$ cat config.mk
export PLATFORM = sky130hd
export DESIGN_NAME = vga_pixel_sink
export DESIGN_NICKNAME = d
export VERILOG_FILES = /design/src/rtl/vga_pkg.sv /design/src/rtl/vga_pixel_sink_timing_cnt.sv /design/src/rtl/vga_pixel_sink.sv
export SDC_FILE = /design/constraint.sdc
export NUM_CORES = 1
export LEC_CHECK = 0
export BUFFER_PORTS_ARGS = -buffer_cell sky130_fd_sc_hd__buf_4
export CORE_MARGIN = 1.5
export CORE_UTILIZATION = 45
export DETAILED_ROUTE_END_ITERATION = 12
export PLACE_DENSITY = 0.69
export SETUP_SLACK_MARGIN = 0.2
export SKIP_LAST_GASP = 1
export SYNTH_ARGS = -nofsm -noshare
export SYNTH_HDL_FRONTEND = slang
export SYNTH_HIERARCHICAL = 1
export SYNTH_SLANG_ARGS = --single-unit
$ cat constraint.sdc
create_clock -name clk -period 3 [get_ports clk]
set_input_delay 0 -clock clk [delete_from_list [all_inputs] [get_ports clk]]
set_output_delay 0 -clock clk [all_outputs]
set_load 0.05 [all_outputs]
$ cat src/rtl/vga_pkg.sv
// Shared VGA constants: default 640x480@60 timing, raster totals and sink FSM encoding.
package vga_pkg;

  localparam int DEF_H_ACTIVE  = 640;
  localparam int DEF_H_FP      = 16;
  localparam int DEF_H_SYNC    = 96;
  localparam int DEF_H_BP      = 48;
  localparam int DEF_V_ACTIVE  = 480;
  localparam int DEF_V_FP      = 10;
  localparam int DEF_V_SYNC    = 2;
  localparam int DEF_V_BP      = 33;
  localparam int DEF_RGB_WIDTH = 12;
  localparam int DEF_CNT_WIDTH = 11;

  localparam int DEF_H_TOTAL = DEF_H_ACTIVE + DEF_H_FP + DEF_H_SYNC + DEF_H_BP;
  localparam int DEF_V_TOTAL = DEF_V_ACTIVE + DEF_V_FP + DEF_V_SYNC + DEF_V_BP;

  // The SOF flag sits directly above the colour bits of a pixel beat.
  localparam int SOF_BIT = DEF_RGB_WIDTH;

  typedef enum logic [1:0] {
    IDLE = 2'b00,
    SEEK = 2'b01,
    RUN  = 2'b10
  } state_t;

endpackage

$ cat src/rtl/vga_pixel_sink_timing_cnt.sv
// Raster h/v counters with enable-clear; decodes active area, sync windows and the frame origin.
module vga_timing_cnt #(
  parameter int H_ACTIVE  = 640,
  parameter int H_FP      = 16,
  parameter int H_SYNC    = 96,
  parameter int H_BP      = 48,
  parameter int V_ACTIVE  = 480,
  parameter int V_FP      = 10,
  parameter int V_SYNC    = 2,
  parameter int V_BP      = 33,
  parameter int CNT_WIDTH = 11
) (
  input  logic clk,
  input  logic rst_n,
  input  logic i_run,
  output logic o_act,
  output logic o_hs_i,
  output logic o_vs_i,
  output logic o_at_origin
);

  localparam int H_TOTAL = H_ACTIVE + H_FP + H_SYNC + H_BP;
  localparam int V_TOTAL = V_ACTIVE + V_FP + V_SYNC + V_BP;

  localparam logic [CNT_WIDTH-1:0] C_ONE    = CNT_WIDTH'(1);
  localparam logic [CNT_WIDTH-1:0] H_LAST   = CNT_WIDTH'(H_TOTAL - 1);
  localparam logic [CNT_WIDTH-1:0] V_LAST   = CNT_WIDTH'(V_TOTAL - 1);
  localparam logic [CNT_WIDTH-1:0] H_ACT_C  = CNT_WIDTH'(H_ACTIVE);
  localparam logic [CNT_WIDTH-1:0] V_ACT_C  = CNT_WIDTH'(V_ACTIVE);
  localparam logic [CNT_WIDTH-1:0] HS_START = CNT_WIDTH'(H_ACTIVE + H_FP);
  localparam logic [CNT_WIDTH-1:0] HS_END   = CNT_WIDTH'(H_ACTIVE + H_FP + H_SYNC);
  localparam logic [CNT_WIDTH-1:0] VS_START = CNT_WIDTH'(V_ACTIVE + V_FP);
  localparam logic [CNT_WIDTH-1:0] VS_END   = CNT_WIDTH'(V_ACTIVE + V_FP + V_SYNC);

  logic [CNT_WIDTH-1:0] r_h_cnt;
  logic [CNT_WIDTH-1:0] r_v_cnt;

  always_ff @(posedge clk or negedge rst_n) begin
    if (!rst_n) begin
      r_h_cnt <= '0;
      r_v_cnt <= '0;
    end else if (!i_run) begin
      r_h_cnt <= '0;
      r_v_cnt <= '0;
    end else if (r_h_cnt == H_LAST) begin
      r_h_cnt <= '0;
      r_v_cnt <= (r_v_cnt == V_LAST) ? '0 : r_v_cnt + C_ONE;
    end else begin
      r_h_cnt <= r_h_cnt + C_ONE;
    end
  end

  assign o_act       = (r_h_cnt < H_ACT_C) && (r_v_cnt < V_ACT_C);
  assign o_hs_i      = (r_h_cnt >= HS_START) && (r_h_cnt < HS_END);
  assign o_vs_i      = (r_v_cnt >= VS_START) && (r_v_cnt < VS_END);
  assign o_at_origin = (r_h_cnt == '0) && (r_v_cnt == '0);

endmodule

$ cat src/rtl/vga_pixel_sink.sv
// VGA output stage: pulls one pixel beat per active cycle, registers pad outputs,
// flags underflow / SOF misalignment and resynchronises on the next frame origin.
module vga_pixel_sink
  import vga_pkg::*;
#(
  parameter int   H_ACTIVE  = DEF_H_ACTIVE,
  parameter int   H_FP      = DEF_H_FP,
  parameter int   H_SYNC    = DEF_H_SYNC,
  parameter int   H_BP      = DEF_H_BP,
  parameter int   V_ACTIVE  = DEF_V_ACTIVE,
  parameter int   V_FP      = DEF_V_FP,
  parameter int   V_SYNC    = DEF_V_SYNC,
  parameter int   V_BP      = DEF_V_BP,
  parameter int   RGB_WIDTH = DEF_RGB_WIDTH,
  parameter logic HS_POL    = 1'b0,
  parameter logic VS_POL    = 1'b0,
  parameter int   CNT_WIDTH = DEF_CNT_WIDTH
) (
  input  logic                 clk,
  input  logic                 rst_n,
  input  logic                 en,
  input  logic                 src_vld,
  input  logic [RGB_WIDTH:0]   src_pld,
  output logic                 src_rdy,
  output logic                 vga_hs,
  output logic                 vga_vs,
  output logic                 vga_de,
  output logic [RGB_WIDTH-1:0] vga_rgb,
  output logic                 frame_start,
  output logic                 underflow
);

  state_t r_state;
  state_t w_state_nxt;

  logic w_run;
  logic w_act;
  logic w_hs_i;
  logic w_vs_i;
  logic w_at_origin;
  logic w_sof;
  logic w_rdy;
  logic w_de_nxt;
  logic w_fs_nxt;
  logic w_uf_nxt;
  logic w_hs_nxt;
  logic w_vs_nxt;
  logic [RGB_WIDTH-1:0] w_rgb_nxt;

  logic r_hs;
  logic r_vs;
  logic r_de;
  logic r_fs;
  logic r_uf;
  logic [RGB_WIDTH-1:0] r_rgb;

  // Counters only advance once the FSM has left IDLE, so SEEK always starts at (0,0).
  assign w_run = en && (r_state != IDLE);
  assign w_sof = src_pld[RGB_WIDTH];

  vga_timing_cnt #(
    .H_ACTIVE (H_ACTIVE),
    .H_FP     (H_FP),
    .H_SYNC   (H_SYNC),
    .H_BP     (H_BP),
    .V_ACTIVE (V_ACTIVE),
    .V_FP     (V_FP),
    .V_SYNC   (V_SYNC),
    .V_BP     (V_BP),
    .CNT_WIDTH(CNT_WIDTH)
  ) u_timing (
    .clk        (clk),
    .rst_n      (rst_n),
    .i_run      (w_run),
    .o_act      (w_act),
    .o_hs_i     (w_hs_i),
    .o_vs_i     (w_vs_i),
    .o_at_origin(w_at_origin)
  );

  always_ff @(posedge clk or negedge rst_n) begin
    if (!rst_n) r_state <= IDLE;
    else        r_state <= w_state_nxt;
  end

  always_comb begin
    w_state_nxt = r_state;
    w_rdy       = 1'b0;
    w_de_nxt    = 1'b0;
    w_rgb_nxt   = '0;
    w_fs_nxt    = 1'b0;
    w_uf_nxt    = 1'b0;
    if (!en) begin
      w_state_nxt = IDLE;
    end else begin
      case (r_state)
        IDLE: w_state_nxt = SEEK;
        SEEK: begin
          // Drain stray beats; an SOF waits at the head until the raster origin.
          if (src_vld && !w_sof) begin
            w_rdy = 1'b1;
          end else if (src_vld && w_sof && w_at_origin) begin
            w_rdy       = 1'b1;
            w_de_nxt    = 1'b1;
            w_rgb_nxt   = src_pld[RGB_WIDTH-1:0];
            w_fs_nxt    = 1'b1;
            w_state_nxt = RUN;
          end
        end
        RUN: begin
          if (w_act) begin
            w_de_nxt = 1'b1;
            w_rdy    = 1'b1;
            if (!src_vld) begin
              w_uf_nxt    = 1'b1;
              w_state_nxt = SEEK;
            end else if (w_sof != w_at_origin) begin
              w_rdy       = 1'b0;
              w_uf_nxt    = 1'b1;
              w_state_nxt = SEEK;
            end else begin
              w_rgb_nxt = src_pld[RGB_WIDTH-1:0];
              w_fs_nxt  = w_at_origin;
            end
          end
        end
        default: w_state_nxt = IDLE;
      endcase
    end
  end

  assign w_hs_nxt = (w_run && w_hs_i) ? HS_POL : ~HS_POL;
  assign w_vs_nxt = (w_run && w_vs_i) ? VS_POL : ~VS_POL;

  always_ff @(posedge clk or negedge rst_n) begin
    if (!rst_n) begin
      r_hs  <= ~HS_POL;
      r_vs  <= ~VS_POL;
      r_de  <= 1'b0;
      r_rgb <= '0;
      r_fs  <= 1'b0;
      r_uf  <= 1'b0;
    end else begin
      r_hs  <= w_hs_nxt;
      r_vs  <= w_vs_nxt;
      r_de  <= w_de_nxt;
      r_rgb <= w_rgb_nxt;
      r_fs  <= w_fs_nxt;
      r_uf  <= w_uf_nxt;
    end
  end

  assign src_rdy     = w_rdy;
  assign vga_hs      = r_hs;
  assign vga_vs      = r_vs;
  assign vga_de      = r_de;
  assign vga_rgb     = r_rgb;
  assign frame_start = r_fs;
  assign underflow   = r_uf;

endmodule

==> impl_metrics.json <==
{
  "final_area_um2": 2670,
  "antenna_found_initial": 0,
  "grt_remaining_overflow": 0,
  "rows": 25,
  "synth_xor_area_share_pct": 3.64,
  "io_pins": 35,
  "cts_buffer_depth": 2,
  "fin_hold_ws_ns": 0.0215,
  "startpoint_type": "flip-flop",
  "drtIter0Drc": 178,
  "grt_util_met1_pct": 25.5,
  "avgRoutedWirePerCell_um": 13.7,
  "firstDrtPassIters": 6,
  "setup_slack_ns": 0.382,
  "relSlewSlack_pct": 56.4,
  "final_layout_size_suffix_gt1_share_pct": 23.1,
  "path_clk_slew_ns": 0.08,
  "slowest_delay_ns": 0.47,
  "skew_ns": 0.00678,
  "cp-end-kind": "output pin",
  "path_max_fanout": 9,
  "syn_area_um2": 2170,
  "dr_total_vias": 1751,
  "top_usage_layer": "met2",
  "root_buffer": "clkbuf_8",
  "yosys.area_share.simple_pct": 25.7,
  "clk_latency_ns": 0.29,
  "avgSynthCellArea_um2": 10.1,
  "synth_cells": 215,
  "synth_compound_area_share_pct": 13.4,
  "cp-startpoint": "u_timing/r_v_cnt[2]",
  "fp.coreArea_um2": 4690,
  "fmax_mhz": 382,
  "synth_top_family_by_area": "simple AND/OR/NAND/NOR gates",
  "worstHoldStart": "src_vld",
  "worst_ep_required_time_ns": 3.00,
  "final-max-slew-violation-count": 0,
  "synth_nets": 241,
  "dieHeight_um": 72.4,
  "post-dp-hpwl_um": 3090,
  "grt_pass1_wl_um": 7630,
  "ant_nets": 0,
  "outcome": "finished clean",
  "grt_max_degree": 42,
  "arrival_ns": 2.62,
  "cellLeakagePower_nw": 1.15,
  "vias_per_cell": 5.51,
  "crit_type": "reg -> out",
  "min_path_type": "in -> reg",
  "cts_buffers": 5,
  "fin_util_pct": 56.9,
  "powerDensity_nw_per_um2": 513,
  "drc": 0,
  "syn_to_final_growth_pct": 23.1,
  "yosysWarnings": 6,
  "hold_viol_final": 0,
  "ys_types": 54,
  "critical_path.top_delay_family": "simple AND/OR/NAND/NOR gates",
  "ir_worst_vdd_mv": 0.295,
  "grt_setup_unrepaired": "no",
  "worst-path-buf-inv": 1,
  "grt_pass1_vias": 1617,
  "min_period_over_period_pct": 87.3,
  "setup-tns-final_ns": 0,
  "start_util_pct": 46.2,
  "crit_chain": "or3_1, or4_1, nor2_2, ha_1, a21oi_1, a31oi_1, nor2_1, buf_4",
  "synth-seq-cells": 41,
  "met2_usage_pct": 29.3,
  "worstReg2RegStart": "u_timing/r_v_cnt[2]",
  "portBuffers": 34,
  "cts_sinks": 41,
  "ys_seq_area_share_pct": 47.4,
  "period_minus_slack_ns": 2.62,
  "gr-usage-met3_pct": 5.42,
  "pre_cts_ws_ns": 0.367,
  "place_congestion": 0.817,
  "worstMarginPinSlew_ns": 0.654,
  "cts_tree": "yes",
  "dieArea_um2": 5240,
  "final_nets": 289,
  "htreeDepth": 2,
  "fp.dieW_um": 72.4,
  "placed_area_um2": 2440,
  "synth_flop_cell": "dfrtp_1",
  "finalSetupViolCount": 0,
  "antenna_cells": 0,
  "synthArstFlopShare_pct": 100,
  "crit_slowest_cell": "dfrtp_1",
  "grtUsageTotal_pct": 18.8,
  "wirelength_um": 4350,
  "synthMuxAreaShare_pct": 0,
  "synth-adder-area-share_pct": 5.19,
  "synth-edff-count": 0,
  "cts_setup_buffers": 0,
  "max_cap_viol_count": 0
}
metrics by stage:
stage	total power, mW	cells
after CTS	1.38	318
final	1.37	318
after global routing	1.46	318
after detailed placement	1.00	296
after global placement	1.00	296
after floorplan	0.893	215
flip-flops by register name (all words and copies together), names as in the netlist:
signal / cells
frame_start: 1
r_state: 2
u_timing/r_h_cnt: 11
u_timing/r_v_cnt: 11
underflow: 1
vga_de: 1
vga_hs: 1
vga_rgb: 12
vga_vs: 1
worst reg2reg max path, delay by kind of cell, from the launching register on:
| family | cells | cell delay [ns] |
|---|---|---|
| AOI/OAI and AO/OA | 1 | 0.21 |
| adders and majority gates | 1 | 0.30 |
| DFF | 1 | 0.47 |
| and+or+nand+nor | 5 | 1.51 |
worst paths after layout:
path / end / slack (ns) / cells past startpoint
setup reg to reg: vga_rgb[5] / 0.45 / 7
hold reg to reg: u_timing/r_h_cnt[0] / 0.51 / 1
max in group asynchronous: vga_hs / 2.41 / 2
setup / recovery: src_rdy / 0.38 / 8
min in group asynchronous: u_timing/r_v_cnt[6] / 0.22 / 2
hold / removal: vga_de / 0.02 / 3
per-layer routing:
| metal | share of wire (%) | wire [um] |
|---|---|---|
| met1 | 44 | 1920 |
| met2 | 48 | 2080 |
| met3 | 6.5 | 284 |
| met4 | 1.4 | 61 |
| met5 | 0 | 0 |
layout by cell type, fill, tap and decap left out, types with 4 or more instances in the layout:
cell type / count
nand4_1: 7
dfrtp_1: 39
inv_1: 9
dlygate4sd3_1: 14
a21oi_1: 5
xor2_1: 4
clkbuf_8: 5
nand3_1: 13
nand2_1: 17
o21ai_0: 6
a31oi_1: 7
buf_4: 35
nor2_1: 13
and2_1: 13
xnor2_1: 5
o211ai_1: 5
nor3_1: 9
ha_1: 9
cells by family after synthesis:
kind of cell	Yosys count
flops	41
buf+inv	18
simple gates	98
compound gates	40
fa+ha+maj	9
xor+xnor	9
layout make-up:
cell class,count,area [um^2]
clock buffer,5,68.8
clock inverter,3,22.5
fill,407,2020
inverter,10,37.5
multi-input combinational,156,1040
sequential,41,1030
tap,54,67.6
timing repair buffer,49,403
where the power goes:
group / switching (mW) / internal [mW] / leakage (nW) / total [mW]
clock: 0.197 / 0.163 / 0.0364 / 0.360
combinational: 0.244 / 0.156 / 0.550 / 0.400
sequential: 0.0252 / 0.584 / 0.562 / 0.609
cell usage after synthesis (all sizes together) (2+ instances only):
| cell | count | share of area, % |
|---|---|---|
| a21oi | 5 | 1.2 |
| a31o | 2 | 0.81 |
| a31oi | 8 | 2.6 |
| and2 | 13 | 3.8 |
| and3 | 3 | 0.87 |
| buf | 5 | 2.3 |
| clkbuf | 3 | 0.63 |
| dfrtp | 39 | 45 |
| dfstp | 2 | 2.4 |
| ha | 9 | 5.2 |
| inv | 10 | 1.7 |
| nand2 | 19 | 3.5 |
| nand3 | 13 | 3.0 |
| nand4 | 7 | 2.0 |
| nor2 | 15 | 2.7 |
| nor2b | 2 | 0.58 |
| nor3 | 9 | 2.1 |
| nor4 | 4 | 1.8 |
| nor4b | 2 | 1.1 |
| o211ai | 5 | 1.7 |
| o21a | 3 | 1.0 |
| o21ai | 7 | 1.6 |
| o31ai | 3 | 1.7 |
| or3 | 4 | 1.5 |
| or4 | 2 | 0.87 |
| xnor2 | 5 | 2.0 |
| xor2 | 4 | 1.6 |
timing repair:
item                       4_1_cts  5_1_grt
gates resized for setup          0        1
hold endpoints to repair        52        0
hold buffers                    14        0
setup endpoints to repair        0       14
No activity file was read; power rests on OpenSTA's default activity.
